$ cat src/rtl/rotary_cells_pkg.sv
// Shared types and constants for the rotary_cells valve sequencer.
package rotary_cells_pkg;

    typedef enum logic [1:0] {
        OP_LOAD     = 2'd0,
        OP_MIX      = 2'd1,
        OP_DISPENSE = 2'd2,
        OP_RSVD     = 2'd3
    } op_e;

    localparam logic [1:0] ST_IDLE    = 2'd0;
    localparam logic [1:0] ST_SETUP   = 2'd1;
    localparam logic [1:0] ST_PUMP    = 2'd2;
    localparam logic [1:0] ST_RELEASE = 2'd3;

    // {cb3_1,cb3_2,cb3_3} per peristaltic phase; entry 0 is the first phase.
    localparam logic [5:0][2:0] PHASE_PAT = {3'b001, 3'b011, 3'b010, 3'b110, 3'b100, 3'b101};

    localparam int V_CB1_1 = 12;
    localparam int V_CB1_2 = 11;
    localparam int V_CB2_1 = 10;
    localparam int V_CB2_2 = 9;
    localparam int V_CB3_1 = 8;
    localparam int V_CB3_2 = 7;
    localparam int V_CB3_3 = 6;
    localparam int V_CB4_1 = 5;
    localparam int V_CB4_2 = 4;
    localparam int V_CB5_1 = 3;
    localparam int V_CB5_2 = 2;
    localparam int V_CB6_1 = 1;
    localparam int V_CB6_2 = 0;

    // Routing valves for an op; mixer pump valves are left closed.
    function automatic logic [12:0] route_vec(input op_e op, input logic [1:0] port);
        logic [12:0] v;
        v = '1;
        case (op)
            OP_LOAD: begin
                v[V_CB1_1] = port[0];
                v[V_CB1_2] = ~port[0];
                v[V_CB2_1] = port[1];
                v[V_CB2_2] = ~port[1];
                v[V_CB4_1] = 1'b0;
            end
            OP_DISPENSE: begin
                v[V_CB5_1] = port[0];
                v[V_CB5_2] = ~port[0];
                v[V_CB6_1] = port[1];
                v[V_CB6_2] = ~port[1];
                v[V_CB4_2] = 1'b0;
            end
            default: v = '1;
        endcase
        return v;
    endfunction

endpackage

$ cat src/rtl/rotary_cells_ctrl_peristaltic_seq.sv
// Peristaltic phase generator: holds each of 6 phases PHASE_CYC cycles, pulses rot_tick on the last cycle of phase 5.
// pat_next is the pattern for the coming cycle so the parent can register it alongside its other valves.
module peristaltic_seq
    import rotary_cells_pkg::*;
#(
    parameter int PHASE_CYC = 4
) (
    input  logic       clk,
    input  logic       rst_n,
    input  logic       en,
    input  logic       run,
    output logic       rot_tick,
    output logic [2:0] pat_next
);
    localparam int HW = (PHASE_CYC > 1) ? $clog2(PHASE_CYC) : 1;

    logic [HW-1:0] hold_q, hold_d;
    logic [2:0]    phase_q, phase_d;
    logic          wrap;

    assign wrap     = (hold_q == HW'(PHASE_CYC - 1));
    assign rot_tick = en && wrap && (phase_q == 3'd5);

    // run without en is the first pumping cycle: start from phase 0.
    always_comb begin
        hold_d  = '0;
        phase_d = '0;
        if (run && en) begin
            if (wrap) begin
                phase_d = (phase_q == 3'd5) ? 3'd0 : phase_q + 3'd1;
            end else begin
                hold_d  = hold_q + 1'b1;
                phase_d = phase_q;
            end
        end
        pat_next = run ? PHASE_PAT[phase_d] : 3'b111;
    end

    always_ff @(posedge clk) begin
        if (!rst_n) begin
            hold_q  <= '0;
            phase_q <= '0;
        end else begin
            hold_q  <= hold_d;
            phase_q <= phase_d;
        end
    end

endmodule

$ cat src/rtl/rotary_cells_ctrl.sv
// Command sequencer for the 13 rotary_cells control lines: routing setup, peristaltic pumping, release.
// Accepts one command at a time; cmd_ready only in IDLE, valve outputs all registered and default closed.
module rotary_cells_ctrl
    import rotary_cells_pkg::*;
#(
    parameter int PHASE_CYC  = 4,
    parameter int SETTLE_CYC = 8,
    parameter int CNT_W      = 16
) (
    input  logic             clk,
    input  logic             rst_n,
    input  logic             cmd_valid,
    output logic             cmd_ready,
    input  logic [1:0]       cmd_op,
    input  logic [1:0]       cmd_port,
    input  logic [CNT_W-1:0] cmd_count,
    output logic             busy,
    output logic             done,
    output logic             err,
    output logic             cb1_1, cb1_2, cb2_1, cb2_2,
    output logic             cb3_1, cb3_2, cb3_3,
    output logic             cb4_1, cb4_2,
    output logic             cb5_1, cb5_2, cb6_1, cb6_2
);
    localparam int SW = (SETTLE_CYC > 1) ? $clog2(SETTLE_CYC) : 1;

    logic [1:0]       state_q, state_d;
    logic [SW-1:0]    settle_q, settle_d;
    logic [CNT_W-1:0] rot_q, rot_d;
    op_e              op_q, op_sel;
    logic [1:0]       port_q, port_sel;
    logic [12:0]      valves_q, valves_d;
    logic             done_q, err_q;
    logic             accept, settle_end, rot_tick;
    logic [2:0]       pat_next;

    assign cmd_ready  = rst_n && (state_q == ST_IDLE);
    assign busy       = (state_q != ST_IDLE);
    assign accept     = cmd_valid && cmd_ready;
    assign settle_end = (settle_q == SW'(SETTLE_CYC - 1));
    assign op_sel     = accept ? op_e'(cmd_op) : op_q;
    assign port_sel   = accept ? cmd_port : port_q;

    peristaltic_seq #(.PHASE_CYC(PHASE_CYC)) u_seq (
        .clk      (clk),
        .rst_n    (rst_n),
        .en       (state_q == ST_PUMP),
        .run      (state_d == ST_PUMP),
        .rot_tick (rot_tick),
        .pat_next (pat_next)
    );

    always_comb begin
        state_d = state_q;
        case (state_q)
            ST_IDLE:  if (accept && op_e'(cmd_op) != OP_RSVD) state_d = ST_SETUP;
            ST_SETUP: if (settle_end) state_d = (rot_q == '0) ? ST_RELEASE : ST_PUMP;
            ST_PUMP:  if (rot_tick && rot_q == CNT_W'(1)) state_d = ST_RELEASE;
            default:  if (settle_end) state_d = ST_IDLE;
        endcase

        settle_d = '0;
        if ((state_q == ST_SETUP || state_q == ST_RELEASE) && state_d == state_q)
            settle_d = settle_q + 1'b1;

        rot_d = rot_q;
        if (accept)
            rot_d = cmd_count;
        else if (state_q == ST_PUMP && rot_tick)
            rot_d = rot_q - 1'b1;

        // Valves are decoded from the next state so they change on the same edge as the FSM.
        valves_d = '1;
        if (state_d == ST_SETUP || state_d == ST_PUMP)
            valves_d = route_vec(op_sel, port_sel);
        valves_d[V_CB3_1] = pat_next[2];
        valves_d[V_CB3_2] = pat_next[1];
        valves_d[V_CB3_3] = pat_next[0];
    end

    always_ff @(posedge clk) begin
        if (!rst_n) begin
            state_q  <= ST_IDLE;
            settle_q <= '0;
            rot_q    <= '0;
            op_q     <= OP_LOAD;
            port_q   <= '0;
            valves_q <= '1;
            done_q   <= 1'b0;
            err_q    <= 1'b0;
        end else begin
            state_q  <= state_d;
            settle_q <= settle_d;
            rot_q    <= rot_d;
            op_q     <= op_sel;
            port_q   <= port_sel;
            valves_q <= valves_d;
            done_q   <= (state_q == ST_RELEASE) && (state_d == ST_IDLE);
            err_q    <= accept && (op_e'(cmd_op) == OP_RSVD);
        end
    end

    assign done  = done_q;
    assign err   = err_q;
    assign cb1_1 = valves_q[V_CB1_1];
    assign cb1_2 = valves_q[V_CB1_2];
    assign cb2_1 = valves_q[V_CB2_1];
    assign cb2_2 = valves_q[V_CB2_2];
    assign cb3_1 = valves_q[V_CB3_1];
    assign cb3_2 = valves_q[V_CB3_2];
    assign cb3_3 = valves_q[V_CB3_3];
    assign cb4_1 = valves_q[V_CB4_1];
    assign cb4_2 = valves_q[V_CB4_2];
    assign cb5_1 = valves_q[V_CB5_1];
    assign cb5_2 = valves_q[V_CB5_2];
    assign cb6_1 = valves_q[V_CB6_1];
    assign cb6_2 = valves_q[V_CB6_2];

endmodule

$ cat config.mk
export PLATFORM = sky130hd
export DESIGN_NAME = rotary_cells_ctrl
export DESIGN_NICKNAME = d
export VERILOG_FILES = /design/src/rtl/rotary_cells_pkg.sv /design/src/rtl/rotary_cells_ctrl_peristaltic_seq.sv /design/src/rtl/rotary_cells_ctrl.sv
export SDC_FILE = /design/constraint.sdc
export NUM_CORES = 1
export LEC_CHECK = 0
export CORE_MARGIN = 2
export CORE_UTILIZATION = 45
export CTS_BUF_LIST = sky130_fd_sc_hd__clkbuf_2 sky130_fd_sc_hd__clkbuf_4 sky130_fd_sc_hd__clkbuf_8
export DETAILED_ROUTE_END_ITERATION = 8
export PLACE_DENSITY_LB_ADDON = 0.25
export SETUP_SLACK_MARGIN = 0.1
export SKIP_LAST_GASP = 1
export SLEW_MARGIN = 15
export SYNTH_ARGS = -nofsm -noshare
export SYNTH_HDL_FRONTEND = slang
export SYNTH_SLANG_ARGS = --single-unit
$ cat constraint.sdc
create_clock -name clk -period 6.35 [get_ports clk]
set_clock_uncertainty 0.05 [all_clocks]
set_input_delay 1.27 -clock clk [delete_from_list [all_inputs] [get_ports clk]]
set_output_delay 1.27 -clock clk [all_outputs]
set_load 0.05 [all_outputs]
# After elaboration in Yosys (flattened, before gate mapping)
# Memory sizes are Yosys's and may differ from the RTL's. A register that Yosys moved wholly into a read port is not among the register bits.
# Index checks and enable logic that the tools add are counted.
# totals
output_inout_bits	17
mem_bits_ro	24
mem_count	1
reg_bits	42
# op_classes
eq_ne	13
reduce_logical	26
bitwise	4
add_sub_neg	4
muxes	15
# mem_list
name	depth	width	rd	rd_clocked_by_memory_dff	write_ports	line_no	text
(no name shown)	8	3	1	1	0	rotary_cells_ctrl_peristaltic_seq.sv:36	pat_next = run ? PHASE_PAT[phase_d] : 3'b111;
# ops
op	count
two-way mux 16 bit	2
== test 16 x 1 -> 1 bit, second input constant	1
zero test 16 bit	1
subtractor 16 x 1 -> 16 bit, second input constant	1
== test 2 bit, second input constant	6
two-way mux 2 bit	6
logical AND 1 bit	11
two-way mux 3 bit	3
adder 3 x 1 -> 3 bit, second input constant	2
== test 3 bit, second input constant	2
zero test 2 bit	3
one-hot mux 2 bit (3 select lines)	1
AND reduction 2 bit	3
AND reduction 3 bit	2
two-way mux 5 bit	1
== test 2 x 1 -> 1 bit, second input constant	2
inverter 1 bit	4
nonzero test 2 bit	2
OR reduction 3 bit	1
adder 2 x 1 -> 2 bit, second input constant	1
== test 2 bit	1
logical OR 1 bit	2
two-way mux 1 bit	2
inequality test 2 bit, second input constant	1
zero test 1 bit	1

# Longest topological paths before layout
# Gate-level depths: netlist of run 1.
# depth
depth_word	10
depth_mapped	11
ltp_nobuf	9

# Modules after synthesis
# From an unflattened synthesis of run 1, not the netlist that was laid out.
# unflattened
cells_unflattened	225
area_unflattened_um2	2021.9
# by_module_without_submodules
mod	n_inst	cells_each	area_each_um2
rotary_cells_ctrl	1	192	1734.2
peristaltic_seq	1	33	287.8

# Worst setup path before layout of run 1
# Ideal clock, no wire load.
# synth_timing
path_kind	input -> output
from	in rst_n
to	out cmd_ready
n_path_buf	2
arrival_time_ps	2484
path_slack_ps	2546
required_ps	5030
stages	4
path_cell_list	clkbuf_1 inv_1 clkbuf_1 nor2_1
# synth_between
elab_chain_len	1
# synth_rtl
element	line_no	text
start, declared	rotary_cells_ctrl.sv:11	input logic rst_n,
logical AND 1 bit	rotary_cells_ctrl.sv:37	assign cmd_ready = rst_n && (state_q == ST_IDLE);
end, declared	rotary_cells_ctrl.sv:13	output logic cmd_ready,
# No other way between the ends.

# Final worst setup path of run 1
# Ends and elaborated chain as after synthesis.

==> metrics.md, run 1 <==
| Metric | Value |
|---|---|
| Most frequent CP cell | clkdlybuf4s50_1 |
| Clock Root Buffer | clkbuf_8 |
| Post-Place Cells | ~300 |
| Register area share after synthesis | ~45% |
| Avg Cell Area, Syn | around 9 um^2 |
| Bufs on Longest Clock Path | 2 |
| Most common cell after layout, fill and taps aside | dfxtp_1 |
| Commonest non-fill, non-tap cells in the layout | 45 x dfxtp_1, 39 x clkdlybuf4s50_1, 21 x nand2_1 |
| Synth Flop Type | dfxtp_1 |
| CTS tree | built |
| Part of the power in registers | roughly 47% |
| Status | finished, final reports clean |
| # diodes | 0 |
| Cell Count, Final, Fillers Out | 305 |
| Post-synth EDFFs | 0 |
| Initial antenna violation count | 0 |
| Critical Path Fanout Max | 20 |
| Setup CP Type | input port to output pin |
| Fin. max-slew vios | 0 |
| Number of antenna-violating nets in the routed design | 0 |
| Main combinational cell family by area after synthesis | simple AND/OR/NAND/NOR gates |
| Starting Density | 46.6% |
| Total grt overflow | 0 |
| Clock sinks | between 40 and 50 |
| Post-cts resize count | 0 |
| Worst-path cell chain | clkdlybuf4s50_1 > inv_1 > nor2_1 > clkdlybuf4s50_1 |
| Port bufs | 39 |
| Syn nets | around 250 |
| WP data arrival | ~3.5 ns |
| Ys Warns | 0 |
| Compound-gate portion of the synthesized area | 15.3% |
| Class of the worst hold path | flip-flop to flip-flop |
| Post-synthesis mux area share | slightly above 3% |
| Die boundary width | ~71 um |
| Drt drc | 0 |
| Die Ht | just over 70 um |
| CP Capture Type | output pin |
| Unrepaired setup endpoints after global routing | no |
| GRT Total Usage | 17.4% |
| Period utilisation layout | about 76% |
| Peak VDD IR | between 0.15 and 0.2 mV |
| Normalized max-slew margin | ~30% |
| Post-synthesis adder-cell area fraction | approximately 5.0% |
| Vias in the first global route | between 1,500 and 2,000 |
| P_leak | approximately 0.96 nW |
| Sw Share | roughly a quarter |
| Netlist cell types | 48 |
| WL/cell | ~13 um |
| CP Launch Type | input port |
| Share of post-route cells with drive strength above 1 | about 7.5% |
| Finished Core Util | between 50% and 60% |
| Power density cells | 258 mW/mm^2 |
| Tmin final | 4.83 ns |
| Clk slew on worst S/H paths | roughly 0.08 ns |
| First DRT Iteration DRCs | 72 |
| Critical path required time | slightly above 5 ns |
| Worst Tran Pin Value | around 1.1 ns |
| Xor and xnor area share after synthesis | under 10% |
| Hold_buf cts | 0 |
| Simple-gate share of the synthesized area | 25.0% |
| Synth Cell Area | 0.00201 mm^2 |
| Slowest cell on the critical path | clkdlybuf4s50_1 |
| Drt via density | 5.43 |
| Drt pass-1 iters | 4 |
| Final WS setup | around 1.5 ns |
| Die Area | about 0.0050 mm^2 |
| Clock Latency Late Sink | 0.30 ns |
| Comb pwr share | ~14% |
| DR vias | around 1,700 |
| Boundary Pins | 40 |
| Final nets | 283 |
| Fin Setup TNS | 0 ns |
| Total chip power | around 0.66 mW |
| Switching power | 0.162 mW |
| Clock share of power | between 30% and 40% |
| Area growth syn-to-layout | 26.2% |
| Depth of the CTS H-tree | 2 |
| Delay of the slowest critical-path stage | 0.84 ns |
| Internal Power | 0.493 mW |
| Post-CTS Setup Repair Bufs | 0 |
| GPL Wtd Cong | ~0.83 |
| Fmax | about 0.21 GHz |
| First-pass GRT wire length | 6.90 mm |
| Post-synthesis register bit count | 45 |
| Final hold violations | 0 |
| Endpoints failing setup | 0 |
| HPWL Detailed | ~3 mm |
| Inserted Clock Buffers | 5 |
| Pin count of the biggest net entering global routing | 28 |
| WL final | approximately 4.1 mm |
| Synth async-reset ratio | 0% |
| Cells after synthesis | between 200 and 250 |
| CORE AREA | 0.00432 mm^2 |
| Dpl ws | ~1.5 ns |
| Row cnt | 24 |
| Maxcap violations | 0 |
## routing by layer
layer,share of wire [%],vias up,wire length (um),track usage [%]
met1,48,760,1950,22.4
met5,0,-,0,0
li1,-,861,-,-
met3,3.8,6,156,5.27
met4,1.6,0,63,6.29
met2,47,29,1890,27.7
## power groups by stage
stage                     registers (mW)  logic, mW  clock network, mW
after floorplan                    0.317     0.0567                  0
after global placement             0.312     0.0919                  0
after detailed placement           0.312     0.0933                  0
after CTS                          0.305     0.0938              0.261
after global routing               0.308      0.102              0.272
final                              0.305     0.0935              0.256
## cell usage after synthesis (2+ instances only)
cell type / n / area [um^2]
dfxtp_1: 45 / 901
nand2_1: 21 / 78.8
nor2_1: 18 / 67.6
o21ai_0: 12 / 60.1
a21oi_1: 10 / 50.1
clkbuf_1: 10 / 37.5
a31oi_1: 8 / 50.1
ha_1: 8 / 100
or4_1: 7 / 52.6
inv_1: 6 / 22.5
nand3_1: 6 / 30.0
o31ai_1: 6 / 45.0
xnor2_1: 5 / 43.8
a211oi_1: 4 / 30.0
buf_2: 4 / 20.0
mux2i_1: 4 / 40.0
nor3_1: 4 / 20.0
or3_1: 4 / 25.0
and3_1: 3 / 18.8
nor2b_1: 3 / 18.8
or2_2: 3 / 18.8
and4_1: 2 / 17.5
mux2_2: 2 / 22.5
nor3b_1: 2 / 15.0
## sequential cells by signal (all words and copies together) (netlist names)
register / cells
rot_q: 16
valves_q: 13
settle_q: 3
u_seq.phase_q: 3
op_q: 2
port_q: 2
state_q: 2
u_seq.hold_q: 2
done: 1
err: 1
## kinds of logic after synthesis
group	after synthesis
flops	45
fa+ha+maj	8
compound gates	48
buf+inv	21
simple gates	87
mux	6
xor+xnor	6
## metrics by stage
stage               hold WS (ns)  cell area, um^2
floorplan                  0.346             2010
global placement           0.357             2410
detailed placement         0.365             2410
CTS                        0.377             2540
global route               0.401             2540
finish                     0.374             2540
## critical path: cells and delay by family
kind | cells | cell delay, ns
buffers and inverters | 3 | 2.05
AND/OR/NAND/NOR | 1 | 0.18
## worst paths after layout
kind | slack, ns | cells past startpoint | endpoint | from
min reg2reg | 0.37 | 1 | settle_q[0] | settle_q[0]
max | 1.52 | 4 | cmd_ready | rst_n
max reg2reg | 3.19 | 7 | valves_q[3] | rot_q[2]
min | 0.37 | 1 | settle_q[0] | settle_q[0]
## final cells by class
| class | instances | area [um^2] |
|---|---|---|
| clock buffer | 5 | 68.8 |
| clock inverter | 3 | 65.1 |
| fill | 410 | 1780 |
| inverter | 6 | 22.5 |
| multi-input combinational | 155 | 1030 |
| sequential | 45 | 901 |
| tap | 52 | 65.1 |
| timing repair buffer | 39 | 390 |
Power figures use the tool's default switching activity.
==> run 2: changes to the inputs <==
==> constraint.sdc (replaced) <==
create_clock -name clk -period 5.1 [get_ports clk]
set_clock_uncertainty 0.05 [all_clocks]
set_input_delay 1.02 -clock clk [delete_from_list [all_inputs] [get_ports clk]]
set_output_delay 1.02 -clock clk [all_outputs]
set_load 0.05 [all_outputs]
==> run 2 against run 1 <==
Total power is 10% higher; sequential power up 25%; clock power is 13% lower; design area decreased by 1.1%; critical path depth grew 1; core utilization down 0.64 points; non-clock buffer count increased by 2; via count rose by 2.8%; first-iteration DRC count stayed put; combinational power is 26% higher; sequential cell count stayed put.
==> metrics.md, run 2 (same netlist as run 1, synthesis figures left out) <==
| Metric | Value |
|---|---|
| Hold slack | 0.369 ns (-0.00521 ns) |
| Critical path required time | 4.03 ns (-1.00 ns) |
| Max FFs per register | 16 (unchanged) |
| Total chip power | 0.722 mW (+10%) |
| Inserted Clock Buffers | 5 (unchanged) |
| First-pass GRT wire length | 7.19 mm (+4.2%) |
| Final nets | 285 (+0.71%) |
| Most common cell after layout, fill and taps aside | dfxtp_1 |
| Share of post-route cells with drive strength above 1 | 8.24% (+0.73 points) |
| Slowest cell on the critical path | clkdlybuf4s50_1 |
| Pin count of the biggest net entering global routing | 28 (unchanged) |
| Row cnt | 24 (unchanged) |
| Number of antenna-violating nets in the routed design | 0 (unchanged) |
| Total grt overflow | 0 (unchanged) |
| Final hold violations | 0 (unchanged) |
| GRT met1 Usage | 22.1% (-0.37 points) |
| Power density cells | 287 mW/mm^2 (+11%) |
| Port bufs | 39 (unchanged) |
| CORE AREA | 0.00432 mm^2 (unchanged) |
| Worst Tran Pin Value | 0.532 ns (-0.526 ns) |
| Vias in the first global route | 1,659 (+8.1%) |
| CTS tree | built |
| P_leak | 0.945 nW (-1.4%) |
| Normalized max-slew margin | 64.4% (+35 points) |
| Drt via density | 5.55 (+2.2%) |
| CP Capture Type | output pin |
| Clock Latency Late Sink | 0.29 ns (about the same) |
| Boundary Pins | 40 (unchanged) |
| Area growth syn-to-layout | 24.8% |
| DR vias | 1,703 (+2.8%) |
| Fin Setup TNS | 0 ns (unchanged) |
| Grt met2 use | 30.2% (+2.5 points) |
| Depth of the CTS H-tree | 2 (unchanged) |
| Die Ht | 70.9 um (unchanged) |
| First DRT Iteration DRCs | 72 (unchanged) |
| Clock sinks | 45 (unchanged) |
| GRT Total Usage | 17.6% (+0.15 points) |
| Fmax | approximately 0.25 GHz |
| Clk slew on worst S/H paths | 0.08 ns (about the same) |
| Status | finished, final reports clean |
| Die Area | 0.00502 mm^2 (unchanged) |
| Clock Root Buffer | clkbuf_8 |
| Endpoints failing setup | 0 (unchanged) |
| Most frequent CP cell | clkdlybuf4s50_1 |
| GR Layer Usage met3 | 4.42% (-0.85 points) |
| Delay of the slowest critical-path stage | 0.81 ns (-0.03 ns) |
| Tmin final | between 3 and 4 ns |
| Worst-path cell chain | clkdlybuf4s50_1 > buf_4 > inv_1 > nor2_1 > clkdlybuf4s50_1 |
| WP data arrival | 2.93 ns (-0.58 ns) |
| Class of the worst hold path | flip-flop to flip-flop |
| Setup CP Type | input port to output pin |
| Commonest non-fill, non-tap cells in the layout | 45 x dfxtp_1, 39 x clkdlybuf4s50_1, 21 x nand2_1 |
| Post-cts resize count | 0 (unchanged) |
| Die boundary width | 70.9 um (unchanged) |
| WL/cell | 13.4 um (+0.55%) |
| Post-CTS Setup Repair Bufs | 0 (unchanged) |
| Global route hottest layer | met2 |
| Finished Core Util | 58.1% (-0.64 points) |
| GPL Wtd Cong | 0.791 (-4.5%) |
| Drt pass-1 iters | 4 (unchanged) |
| Fin. max-slew vios | 0 (unchanged) |
| Unrepaired setup endpoints after global routing | no |
| Maxcap violations | 0 (unchanged) |
| Top flop regs | rot_q: 16 flops, valves_q: 13 flops |
| Initial antenna violation count | 0 (unchanged) |
| Period utilisation layout | slightly below 80% |
| CP Launch Type | input port |
| Critical Path Fanout Max | 20 (unchanged) |
| Bufs on Longest Clock Path | 2 (unchanged) |
| Cell Count, Final, Fillers Out | 307 (+0.66%) |
| Post-Place Cells | 299 (+0.67%) |
| # diodes | 0 (unchanged) |
| Hold_buf cts | 0 (unchanged) |
| Starting Density | 46.6% (unchanged) |
| WL final | 4.11 mm (+1.2%) |
| HPWL Detailed | 2.97 mm (+1.6%) |
| Reg with most FFs | rot_q |
| Peak VDD IR | 0.170 mV (+8.3%) |
| Drt drc | 0 (unchanged) |
-- run 2: cell types whose count changed in the layout (fill, tap and decap cells not counted) --
cell and change:
clkinvlp_4 +1, clkbuf_4 +2, bufinv_16 -2, clkinv_2 -1
buf_4 +2
-- run 2: area by class of cell --
type                    count  area [um^2]
flip-flops and latches     45          901
multi-input cells         155         1030
repair buffers             41          405
fillers                   402         1810
clock buffers               7         83.8
inverters                   6         22.5
well taps                  52         65.1
clock inverters             1         7.51
-- run 2: report_power, final --
part | switching, mW | internal [mW]
clock | 0.116 | 0.108
combinational | 0.0650 | 0.0532
sequential | 0.0126 | 0.368
total | 0.193 | 0.529
-- run 2: routing by layer --
layer / vias up / routed length [um]
met1: 801 / 1890
met2: 38 / 2000
met4: 0 / 36
li1: 860 / -
met5: - / 0
met3: 4 / 173
-- run 2: path summary, 6_finish.rpt --
check | start | end | slack (ns) | cells after the start
setup / recovery | rst_n | cmd_ready | 1.10 | 5
hold / removal | settle_q[0] | settle_q[0] | 0.37 | 1
setup reg to reg | rot_q[2] | valves_q[2] | 1.95 | 7
hold reg to reg | settle_q[0] | settle_q[0] | 0.37 | 1
-- run 2: stage by stage --
step / instance area, um^2 / setup WS (ns)
5_1_grt: 2510 / 1.00
2_1_floorplan: 2010 / 1.80
4_1_cts: 2510 / 1.09
3_3_place_gp: 2420 / 1.12
6_report: 2510 / 1.10
3_5_place_dp: 2420 / 1.09
-- run 2: worst max-delay path: cells and delay by family --
family	cells	cell delay [ns]
buffers and inverters	4	1.74
and+or+nand+nor	1	0.17
==> run 3: changes to the inputs <==
==> constraint.sdc (replaced) <==
create_clock -name clk -period 4 [get_ports clk]
set_clock_uncertainty 0.05 [all_clocks]
set_input_delay 0.8 -clock clk [delete_from_list [all_inputs] [get_ports clk]]
set_output_delay 0.8 -clock clk [all_outputs]
set_load 0.05 [all_outputs]
==> run 3 against run 2 <==
Clock-buffer cell count shrank 2; largest cell class unchanged; setup slack lost 0.25 ns; via count shrank 3.0%; hold slack gained 0.0049 ns.
==> metrics.md, run 3 (same netlist as run 1, synthesis figures left out) <==
| Metric | Value |
|---|---|
| Status | finished, final reports clean |
| Die Ht | 70.9 um (unchanged) |
| Number of antenna-violating nets in the routed design | 0 (unchanged) |
| CORE AREA | 0.00432 mm^2 (unchanged) |
| Port bufs | 39 (unchanged) |
| Endpoints failing setup | 0 (unchanged) |
| Tmin final | between 3 and 4 ns |
| Final nets | 285 (unchanged) |
| Worst Tran Pin Value | 0.588 ns (+0.0553 ns) |
| Sw Share | 28.0% (+1.2 points) |
| Post-CTS Setup Repair Bufs | 0 (unchanged) |
| Filler cells | 397 (-1.2%) |
| Critical path required time | 4.13 ns (+0.10 ns) |
| Switching power | 0.256 mW (+32%) |
| Die boundary width | 70.9 um (unchanged) |
| Fin Setup TNS | 0 ns (unchanged) |
| Power density cells | 364 mW/mm^2 (+27%) |
| Clock share of power | 30.5% (-0.4 points) |
| WP data arrival | 3.28 ns (+0.35 ns) |
| Reg with most FFs | rot_q |
| Area growth syn-to-layout | 24.4% |
| First DRT Iteration DRCs | 64 (-11%) |
| WL final | 4.09 mm (-0.29%) |
| Fin. max-slew vios | 0 (unchanged) |
| Comb pwr share | 16.3% (about the same) |
| CTS tree | built |
| Die Area | 0.00502 mm^2 (unchanged) |
| GRT Total Usage | 17.5% (-0.039 points) |
| Part of the power in registers | 53.2% (+0.5 points) |
| Starting Density | 46.6% (unchanged) |
| Share of post-route cells with drive strength above 1 | 8.63% (+0.39 points) |
| Initial antenna violation count | 0 (unchanged) |
| Post-cts resize count | 0 (unchanged) |
| GPL Wtd Cong | 0.745 (-5.8%) |
| Hold slack | 0.374 ns (+0.00488 ns) |
| Bufs on Longest Clock Path | 2 (unchanged) |
| Vias in the first global route | 1,575 (-5.1%) |
| Class of the worst hold path | flip-flop to flip-flop |
| Unrepaired setup endpoints after global routing | no |
| Total grt overflow | 0 (unchanged) |
| Most common cell after layout, fill and taps aside | dfxtp_1 |
| Internal Power | 0.657 mW (+24%) |
| DR vias | 1,652 (-3.0%) |
| Commonest non-fill, non-tap cells in the layout | 45 x dfxtp_1, 38 x clkdlybuf4s50_1, 21 x nand2_1 |
| Boundary Pins | 40 (unchanged) |
| P_leak | 0.945 nW (about the same) |
| Top flop regs | rot_q: 16 flops, valves_q: 13 flops |
| Depth of the CTS H-tree | 2 (unchanged) |
| Clk slew on worst S/H paths | 0.09 ns (about the same) |
| HPWL Detailed | 2.95 mm (-0.73%) |
| Inserted Clock Buffers | 5 (unchanged) |
| Critical Path Fanout Max | 9 (-55%) |
| Clock sinks | 45 (unchanged) |
| Pin count of the biggest net entering global routing | 28 (unchanged) |
| GR Layer Usage met3 | 3.85% (-0.57 points) |
| Fmax | ~0.32 GHz |
| Clock Root Buffer | clkbuf_8 |
| Maxcap violations | 0 (unchanged) |
| Clock Latency Late Sink | 0.30 ns (about the same) |
| Total chip power | 0.913 mW (+26%) |
| Grt met2 use | 27.8% (-2.4 points) |
| # diodes | 0 (unchanged) |
| Normalized max-slew margin | 60.7% (-3.7 points) |
| Max FFs per register | 16 (unchanged) |
| FF+latch area | 901 um^2 (unchanged) |
| Peak VDD IR | 0.181 mV (+6.5%) |
| Drt pass-1 iters | 4 (unchanged) |
| Hold_buf cts | 0 (unchanged) |
| Global route hottest layer | met2 |
| Row cnt | 24 (unchanged) |
| GRT met1 Usage | 23.2% (+1.1 points) |
| Final hold violations | 0 (unchanged) |
| CP Capture Type | flip-flop |
| WL/cell | 13.3 um (-0.29%) |
| Setup CP Type | flip-flop to flip-flop |
| Drt via density | 5.38 (-3.0%) |
| First-pass GRT wire length | 7.07 mm (-1.6%) |
| Area occupied by multi-input gates | 0.00103 mm^2 (unchanged) |
| Period utilisation layout | between 70% and 80% |
| CP Launch Type | flip-flop |
| Drt drc | 0 (unchanged) |
==> run 3: cell types whose count changed in the layout (fill, tap and decap cells not counted) <==
cell / change
clkbuf_4: -2
clkinv_2: +2
buf_4: +1
clkdlybuf4s50_1: -1
==> run 3: layout make-up <==
type,instances,share of cell area (%)
tap,52,2.60
inverter,6,0.899
clock buffer,5,2.75
sequential,45,36.0
multi-input combinational,155,41.0
timing repair buffer,41,16.1
clock inverter,3,0.699
==> run 3: worst paths after layout <==
kind                                   from          end  slack [ns]  cells past startpoint
worst min register to register  settle_q[0]  settle_q[0]        0.37                      1
worst max-delay path               rot_q[2]  valves_q[3]        0.85                      7
worst min-delay path            settle_q[0]  settle_q[0]        0.37                      1
worst max register to register     rot_q[2]  valves_q[3]        0.85                      7
==> run 3: per-layer routing <==
metal	routed length, um	vias to the layer above	part of all wire, %
li1	-	862	-
met5	0	-	0
met4	69	0	1.7
met2	1880	32	46
met3	141	7	3.4
met1	2010	751	49
==> run 3: power by group through the flow <==
stage | Combinational (mW) | Sequential [mW] | Clock, mW
5_1_grt | 0.164 | 0.489 | 0.300
3_5_place_dp | 0.149 | 0.496 | 0
3_3_place_gp | 0.147 | 0.495 | 0
6_report | 0.149 | 0.485 | 0.279
4_1_cts | 0.150 | 0.485 | 0.286
2_1_floorplan | 0.0900 | 0.504 | 0
==> run 3: worst max-delay path: stages, from the launching register on <==
cell,delay (ns)
dfxtp_1,0.36
or3_1,0.52
or2_0,0.43
a2111oi_1,0.60
a311oi_1,0.14
ha_1,0.35
nor4b_2,0.47
nand2_1,0.11
==> run 3: metrics by stage <==
stage          worst slack, ns  cells  util, %  instance area [um^2]
2_1_floorplan             1.14    221        -                  2010
3_3_place_gp              1.02    299     55.9                  2420
3_5_place_dp             0.870    299     55.9                  2420
4_1_cts                  0.852    307     57.9                  2500
5_1_grt                  0.684    307     57.9                  2500
6_report                 0.849    307     57.9                  2500
